===== src/rtl/shift_sequencer_pkg.sv =====
// Shared state encodings and direction codes for the shift sequencer and its attached shifters.
package shift_sequencer_pkg;

  typedef enum logic [1:0] {
    ST_IDLE  = 2'd0,
    ST_SHIFT = 2'd1,
    ST_DONE  = 2'd2
  } state_t;

  localparam logic DIR_RIGHT = 1'b0;
  localparam logic DIR_LEFT  = 1'b1;

endpackage


===== src/rtl/shift_sequencer_if.sv =====
// Request/response handshake bundle between the ALU decode stage (master) and the shift sequencer (slave).
interface shift_sequencer_if #(
  parameter int n  = 4,
  parameter int AW = $clog2(n) + 1
);
  logic          req_valid;
  logic          req_ready;
  logic [n-1:0]  req_data;
  logic [AW-1:0] req_amt;
  logic          req_dir;
  logic          rsp_valid;
  logic          rsp_ready;
  logic [n-1:0]  rsp_data;

  modport master (
    output req_valid, req_data, req_amt, req_dir, rsp_ready,
    input  req_ready, rsp_valid, rsp_data
  );

  modport slave (
    input  req_valid, req_data, req_amt, req_dir, rsp_ready,
    output req_ready, rsp_valid, rsp_data
  );
endinterface


===== src/rtl/shift_sequencer.sv =====
// Steps a shared right/left single-step shifter 'amount' clocks; response k+1 clocks after accept (1 for amount 0).
// One op in flight: req_ready only in IDLE; result held in DONE until rsp_ready.
module shift_sequencer
  import shift_sequencer_pkg::*;
#(
  parameter int n  = 4,
  parameter int AW = $clog2(n) + 1
) (
  input  logic         clock,
  input  logic         reset,
  shift_sequencer_if.slave bus,
  output logic         busy,
  output logic         sr_en,
  output logic         sl_en,
  output logic [n-1:0] sr_in,
  output logic [n-1:0] sl_in,
  input  logic [n-1:0] sr_out,
  input  logic [n-1:0] sl_out
);

  state_t        state, state_nxt;
  logic [AW-1:0] cnt;
  logic [AW-1:0] amt_clamped;
  logic [n-1:0]  data_q;
  logic          dir_q;
  logic          byp_q;
  logic          first_q;
  logic          accept;

  assign amt_clamped = (bus.req_amt > AW'(n)) ? AW'(n) : bus.req_amt;
  assign accept      = (state == ST_IDLE) && bus.req_valid;

  always_ff @(posedge clock or posedge reset) begin
    if (reset) begin
      state <= ST_IDLE;
    end else begin
      state <= state_nxt;
    end
  end

  always_ff @(posedge clock or posedge reset) begin
    if (reset) begin
      cnt     <= '0;
      data_q  <= '0;
      dir_q   <= DIR_RIGHT;
      byp_q   <= 1'b0;
      first_q <= 1'b0;
    end else if (accept) begin
      data_q  <= bus.req_data;
      dir_q   <= bus.req_dir;
      byp_q   <= (amt_clamped == '0);
      cnt     <= amt_clamped;
      first_q <= (amt_clamped != '0);
    end else if (state == ST_SHIFT) begin
      cnt     <= cnt - AW'(1);
      first_q <= 1'b0;
    end
  end

  always_comb begin
    state_nxt = state;
    case (state)
      ST_IDLE: begin
        if (bus.req_valid) begin
          state_nxt = (amt_clamped == '0) ? ST_DONE : ST_SHIFT;
        end
      end
      ST_SHIFT: begin
        if (cnt == AW'(1)) begin
          state_nxt = ST_DONE;
        end
      end
      ST_DONE: begin
        if (bus.rsp_ready) begin
          state_nxt = ST_IDLE;
        end
      end
      default: state_nxt = ST_IDLE;
    endcase
  end

  // The unselected shifter sees data_q so its input never floats between ops.
  always_comb begin
    bus.req_ready = (state == ST_IDLE);
    bus.rsp_valid = (state == ST_DONE);
    busy          = (state == ST_SHIFT) || (state == ST_DONE);
    sr_en         = (state == ST_SHIFT) && (dir_q == DIR_RIGHT);
    sl_en         = (state == ST_SHIFT) && (dir_q == DIR_LEFT);
    sr_in         = (sr_en && !first_q) ? sr_out : data_q;
    sl_in         = (sl_en && !first_q) ? sl_out : data_q;
    if (byp_q) begin
      bus.rsp_data = data_q;
    end else if (dir_q == DIR_LEFT) begin
      bus.rsp_data = sl_out;
    end else begin
      bus.rsp_data = sr_out;
    end
  end

endmodule


===== src/flat_wrapper.sv =====
// flat-port wrapper written by rule: the top's interface ports become plain ports
module shift_sequencer_flat import shift_sequencer_pkg::*;
#(
  parameter int n  = 4,
  parameter int AW = $clog2(n) + 1
)
  (clock, reset, busy, sr_en, sl_en, sr_in, sl_in, sr_out, sl_out, bus_req_valid, bus_req_data, bus_req_amt, bus_req_dir, bus_rsp_ready, bus_req_ready, bus_rsp_valid, bus_rsp_data);
  shift_sequencer_if #(.n(n), .AW(AW)) bus_i ();
  input  logic clock;
  input  logic reset;
  output logic busy;
  output logic sr_en;
  output logic sl_en;
  output logic [n-1:0] sr_in;
  output logic [n-1:0] sl_in;
  input  logic [n-1:0] sr_out;
  input  logic [n-1:0] sl_out;
  input wire logic [$bits(bus_i.req_valid)-1:0] bus_req_valid;
  input wire logic [$bits(bus_i.req_data)-1:0] bus_req_data;
  input wire logic [$bits(bus_i.req_amt)-1:0] bus_req_amt;
  input wire logic [$bits(bus_i.req_dir)-1:0] bus_req_dir;
  input wire logic [$bits(bus_i.rsp_ready)-1:0] bus_rsp_ready;
  output wire logic [$bits(bus_i.req_ready)-1:0] bus_req_ready;
  output wire logic [$bits(bus_i.rsp_valid)-1:0] bus_rsp_valid;
  output wire logic [$bits(bus_i.rsp_data)-1:0] bus_rsp_data;
  assign bus_i.req_valid = bus_req_valid;
  assign bus_i.req_data = bus_req_data;
  assign bus_i.req_amt = bus_req_amt;
  assign bus_i.req_dir = bus_req_dir;
  assign bus_i.rsp_ready = bus_rsp_ready;
  assign bus_req_ready = bus_i.req_ready;
  assign bus_rsp_valid = bus_i.rsp_valid;
  assign bus_rsp_data = bus_i.rsp_data;
  shift_sequencer #(.n(n), .AW(AW)) u_core (.clock(clock), .reset(reset), .bus(bus_i), .busy(busy), .sr_en(sr_en), .sl_en(sl_en), .sr_in(sr_in), .sl_in(sl_in), .sr_out(sr_out), .sl_out(sl_out));
endmodule

===== config.mk =====
export PLATFORM = sky130hd
export DESIGN_NAME = shift_sequencer_flat
export DESIGN_NICKNAME = d
export VERILOG_FILES = /design/src/rtl/shift_sequencer_pkg.sv /design/src/rtl/shift_sequencer_if.sv /design/src/rtl/shift_sequencer.sv /design/src/flat_wrapper.sv
export SDC_FILE = /design/constraint.sdc
export NUM_CORES = 1
export LEC_CHECK = 0
export CORE_MARGIN = 10
export CORE_UTILIZATION = 44
export CTS_BUF_LIST = sky130_fd_sc_hd__clkbuf_16
export DETAILED_ROUTE_END_ITERATION = 10
export GPL_TIMING_DRIVEN = 0
export PLACE_DENSITY_LB_ADDON = 0.25
export SKIP_CTS_REPAIR_TIMING = 1
export SYNTH_ARGS = -nofsm -noshare
export SYNTH_HDL_FRONTEND = slang
export SYNTH_SLANG_ARGS = --single-unit

===== constraint.sdc =====
create_clock -name clock -period 5.6 [get_ports clock]
set_clock_uncertainty 0.15 [all_clocks]
set_input_delay 1.4 -clock clock [delete_from_list [all_inputs] [get_ports clock]]
set_output_delay 1.4 -clock clock [all_outputs]
set_load 0.02 [all_outputs]

==> flow_metrics.tcl, run 1 <==
set metrics [dict create \
    syn_inst 82 \
    grt_remaining_overflow 0 \
    grtUsageMet1_pct 11.2 \
    gr-usage-met3_pct 4.01 \
    initial_core_util_pct 47.9 \
    post-place-ws_ns 1.31 \
    syn_area_um2 845 \
    synth.most_common_cell "mux2_2" \
    num_vias 745 \
    crit_path_end_kind "output pin" \
    fin_crit_sh_pct 76.8 \
    crit_path_max_fanout 2 \
    drc 0 \
    cts_root_buf "clkbuf_16" \
    die_w_um 63.8 \
    ys_seq_area_share_pct 35.6 \
    hold_viol_final 0 \
    p_per_area_nw_per_um2 591 \
    wl_per_cell_um 15.4 \
    min_period_ns 4.30 \
    setup_viol 0 \
    fin_nets 148 \
    fin_ws_ns 1.30 \
    grt_usage_pct 10.7 \
    synthArstFlopShare_pct 100 \
    synth_flop_cell "dfrtp_1" \
    cts.clk_slew.worst_paths_ns 0.04 \
    area.growth.synth_to_final_pct 55.7 \
    status "complete, no violations" \
    die_y_um 63.8 \
    slew_headroom_pct 70.4 \
    grt_start_max_net_pins 13 \
    rsz0062_at_grt "no" \
    cts_max_level 1 \
    cts_tree "done" \
    synthTopCellsByCount "mux2_2 (13), dfrtp_1 (12), nand2_1 (9)" \
    clock.fmax_mhz 233 \
    avgSynthCellArea_um2 10.3 \
    clock-sinks 12 \
    vias_per_cell 5.07 \
    hpwlAfterDp_um 1830 \
    synth_edf_count 0 \
    drive_gt1_share_pct 18.9 \
    ys_seq_elements 12 \
    grt_pass1_vias 771 \
    crit_start "sl_out[1]" \
    drt_iter0_markers 10 \
    tightest_slew_ns 0.433 \
    top_usage_layer "met2" \
    startpoint_type "input pin" \
    yosysUniqueCellTypes 28 \
    critPathArrivalTime_ns 2.75 \
    synth_area_leaders "dfrtp_1 (36%), mux2_2 (17%), ha_1 (7.4%)" \
    grt_pass1_wl_um 3590 \
    ant_nets 0 \
    io_pins 37 \
    yosys_warnings 0 \
    reg2reg_from "u_core.state[0]" \
    cts_buffer_depth 2 \
    synth_fp_nets 107 \
    core_area_um2 1760 \
    critPathKind "in -> out" \
    grt_antenna_before_repair 0 \
    grtUsageMet2_pct 18.9 \
    finalMaxSlewViolations 0 \
    synth_top_area_cell "dfrtp_1" \
    maxCapViolations 0 \
    p_leak_nw 0.555 \
    fp-row-count 15 \
    hp-class "reg -> reg" \
    postRouteWirelength_um 2270 \
    rrSetupSlack_ns 3.92 \
    fp.dieArea_um2 4070 \
    synth_top_area_share_pct 35.6 \
    clkLatencyLatePin_ns 0.24 \
    cts_made_buffers 3 \
    final.setup.tns_ns 0 \
    place.gp.congestion 0.753 \
    antenna_cells 0 \
    detail_route.first_pass.iterations 4 \
    ir_drop_uv 321 \
    hold_start "u_core.data_q[2]" \
    port_buffers 36 \
    required_ns 4.05 \
]
==> sequential cells by signal (all words and copies together), names as in the netlist <==
signal	cells
u_core.cnt	3
u_core.dir_q	1
u_core.first_q	1
u_core.byp_q	1
u_core.state	2
u_core.data_q	4
==> report_power, final <==
part           leakage [nW]  switching [mW]  total, mW  internal, mW
Sequential            0.144          0.0330      0.162         0.129
Clock                0.0385          0.0379      0.132        0.0941
Combinational         0.372           0.230      0.482         0.252
==> final cells by class <==
| cell class | count | area (um2) |
|---|---|---|
| clock buffer | 3 | 75.1 |
| fill | 139 | 449 |
| multi-input combinational | 60 | 488 |
| clock inverter | 1 | 3.75 |
| sequential | 12 | 300 |
| buffer | 4 | 33.8 |
| tap | 25 | 31.3 |
| inverter | 6 | 22.5 |
| timing repair buffer | 36 | 360 |
==> stage by stage <==
step / hold slack, ns / instances / utilization [%] / area (um2) / total power [mW]
2_1_floorplan: 0.350 / 82 / - / 845 / 0.462
3_3_place_gp: 0.374 / 143 / 70.1 / 1240 / 0.635
3_5_place_dp: 0.401 / 143 / 70.1 / 1240 / 0.650
4_1_cts: 0.412 / 147 / 74.5 / 1320 / 0.786
5_1_grt: 0.434 / 147 / 74.5 / 1320 / 0.825
6_report: 0.409 / 147 / 74.5 / 1320 / 0.777
==> critical path, stage by stage <==
cell and delay [ns]:
clkdlybuf4s50_1 0.47, mux2i_1 0.07, o21ai_0 0.17, clkdlybuf4s50_1 0.64
==> cells by family after synthesis <==
logic type / share of synthesized area [%]
flip-flops: 35.6
adder cells (fa/ha/maj): 7.41
multiplexers: 22.1
XOR/XNOR: 2.07
buffers and inverters: 6.67
AO/OA/AOI/OAI: 11.4
AND/OR/NAND/NOR: 14.8
==> cell usage in the layout (no fill, tap or decap) <==
cell             Yosys  layout
buf_1                1       1
nand2_1              9       9
mux2_2              13      13
ha_1                 5       5
nand2b_4             1       1
nand3b_1             1       1
dfrtp_1             12      12
xor2_1               1       1
mux2i_1              4       4
inv_1                6       6
a21oi_1              4       4
nor3_1               1       1
nor2_1               1       1
nor2b_1              2       2
nor2b_4              2       2
buf_2                1       1
a2111oi_0            1       1
clkinv_1             0       1
buf_6                1       1
clkbuf_16            0       3
clkbuf_8             1       1
and2_4               1       1
a211oi_1             1       1
clkdlybuf4s50_1      0      36
o211ai_1             1       1
a211o_1              1       1
xnor2_1              1       1
or3_1                1       1
o21ai_0              7       7
nand2b_1             1       1
a22o_1               1       1
==> per-layer routing <==
metal / part of all wire, % / routed length (um)
met4: 2.3 / 52
met3: 5.4 / 122
met1: 43 / 971
met5: 0 / 0
met2: 49 / 1120
==> final timing paths <==
| kind | to | depth (start not counted) |
|---|---|---|
| hold reg to reg | u_core.data_q[2] | 1 |
| max in group asynchronous | u_core.first_q | 2 |
| setup / recovery | bus_rsp_data[1] | 4 |
| min in group asynchronous | u_core.cnt[2] | 2 |
| hold / removal | u_core.data_q[2] | 1 |
| setup reg to reg | u_core.cnt[1] | 6 |
Power figures use the tool's default switching activity.
==> run 2: changes to the inputs <==
CORE_UTILIZATION = 37   (was 44)
clock period = 3.6 ns   (was 5.6 ns; I/O delays follow)
==> flow_metrics.tcl, run 2 (synthesized netlist as in run 1, its figures left out) <==
set metrics [dict create \
    status "complete, no violations" \
    crit_top_cell "nor2b_4" \
    min_period_ns 3.31 \
    max_stage_delay_ns 0.54 \
    fp.dieArea_um2 4590 \
    top_register "u_core.data_q" \
    setup_viol 0 \
    top_layer "met4" \
    dr_wl_met3_um 253 \
    hold_viol_final 0 \
    maxCapViolations 0 \
    clock.fmax_mhz 302 \
    crit_path_max_fanout 10 \
    cp_cell_sequence "inv_1 -> ha_1 -> buf_6 -> nor2b_4 -> nor2b_4 -> mux2_2 -> clkdlybuf4s50_1" \
    clkPwrFrac_pct 16.8 \
    num_vias 722 \
    finalMaxSlewViolations 0 \
    largest_reg_flops 4 \
    rsz0062_at_grt "no" \
    vias_per_cell 4.81 \
    seq_power_share_pct 21.1 \
    place.gp.congestion 0.795 \
    io_pins 37 \
    grt_pass1_vias 707 \
    cp_slowest_cell "clkdlybuf4s50_1" \
    hp-class "reg -> reg" \
    clock-sinks 12 \
    final_common_cell "clkdlybuf4s50_1" \
    cts_root_buf "clkbuf_16" \
    wl_per_cell_um 14.4 \
    clkLatencyLatePin_ns 0.24 \
    final.setup.tns_ns 0 \
    p_leak_nw 0.555 \
    tightest_slew_ns 0.471 \
    combinationalPowerShare_pct 62.1 \
    ir_drop_uv 455 \
    die_w_um 67.8 \
    grt_remaining_overflow 0 \
    antenna_cells 0 \
    switchingPower_uw 457 \
    cts_buffer_depth 2 \
    required_ns 2.55 \
    drt_iter0_markers 29 \
    hold_slack_ns 0.400 \
    die_y_um 67.8 \
    grt_antenna_before_repair 0 \
    grt_start_max_net_pins 13 \
    startpoint_type "flip-flop" \
    detail_route.first_pass.iterations 4 \
    grt_usage_pct 9.66 \
    total_power_mw 1.20 \
    core_area_um2 2190 \
    largest_registers "u_core.data_q x4, u_core.cnt x3, u_core.state x2" \
    switching_share_pct 38.2 \
    p_per_area_nw_per_um2 906 \
    postRouteWirelength_um 2150 \
    drive_gt1_share_pct 18.9 \
    initial_core_util_pct 38.5 \
    ant_nets 0 \
    fp-row-count 17 \
    cts_tree "done" \
    grt_pass1_wl_um 3450 \
    design_area_um2 1320 \
    most-common-layout-cells "clkdlybuf4s50_1 (36), mux2_2 (13), dfrtp_1 (12), nand2_1 (9), o21ai_0 (7)" \
    placed_area_um2 1240 \
    slew_headroom_pct 68.6 \
    fin_nets 148 \
    cts_made_buffers 3 \
    critPathArrivalTime_ns 2.26 \
    p_int_uw 739 \
    port_buffers 36 \
    cts.clk_slew.worst_paths_ns 0.04 \
    hpwlAfterDp_um 1690 \
    wl_met2_um 956 \
    drc 0 \
    rrSetupSlack_ns 1.98 \
    cts_max_level 1 \
    fin_crit_sh_pct 92.0 \
    area.growth.synth_to_final_pct 56.1 \
    crit_path_end_kind "output pin" \
    critPathKind "reg -> out" \
    wl_met1_um 929 \
]
run 2: final cells by class:
cell class	count	area, um2
clock buffers	3	75.1
plain buffers	4	33.8
well taps	28	35.0
flip-flops and latches	12	300
fillers	188	872
multi-input cells	60	488
clock inverters	1	3.75
inverters	6	22.5
repair buffers	36	360
run 2: final timing paths:
path,start,endpoint,cells past startpoint
min in group asynchronous,reset,u_core.data_q[2],2
worst max-delay path,u_core.state[1],sr_in[2],7
max in group asynchronous,reset,u_core.data_q[1],2
worst min-delay path,u_core.data_q[2],u_core.data_q[2],1
worst max register to register,u_core.state[0],u_core.cnt[2],6
worst min register to register,u_core.data_q[2],u_core.data_q[2],1
run 2: per-layer routing:
metal | up-vias | GRT usage, %
li1 | 365 | -
met1 | 328 | 11.3
met2 | 27 | 16.0
met3 | 2 | 3.64
met4 | 0 | 3.02
met5 | - | 0
run 2: power groups by stage:
stage          Combinational, mW  Sequential (mW)  Clock (mW)
2_1_floorplan              0.478            0.240           0
3_3_place_gp               0.740            0.250           0
3_5_place_dp               0.747            0.253           0
4_1_cts                    0.753            0.253       0.203
5_1_grt                    0.805            0.267       0.211
6_report                   0.742            0.253       0.201
run 2: per-stage QoR:
| step | cells | setup slack (ns) | util (%) |
|---|---|---|---|
| after global placement | 146 | 0.333 | 56.6 |
| after CTS | 150 | 0.278 | 60.2 |
| final | 150 | 0.289 | 60.2 |
| after global routing | 150 | 0.195 | 60.2 |
| after floorplan | 82 | 1.03 | - |
| after detailed placement | 146 | 0.292 | 56.6 |
run 2: critical path, delay by kind of cell, from the launching register on:
kind | cells | cell delay [ns]
adder cells (fa/ha/maj) | 1 | 0.16
flip-flops | 1 | 0.37
AND/OR/NAND/NOR | 2 | 0.36
buffers and inverters | 3 | 0.78
multiplexers | 1 | 0.35
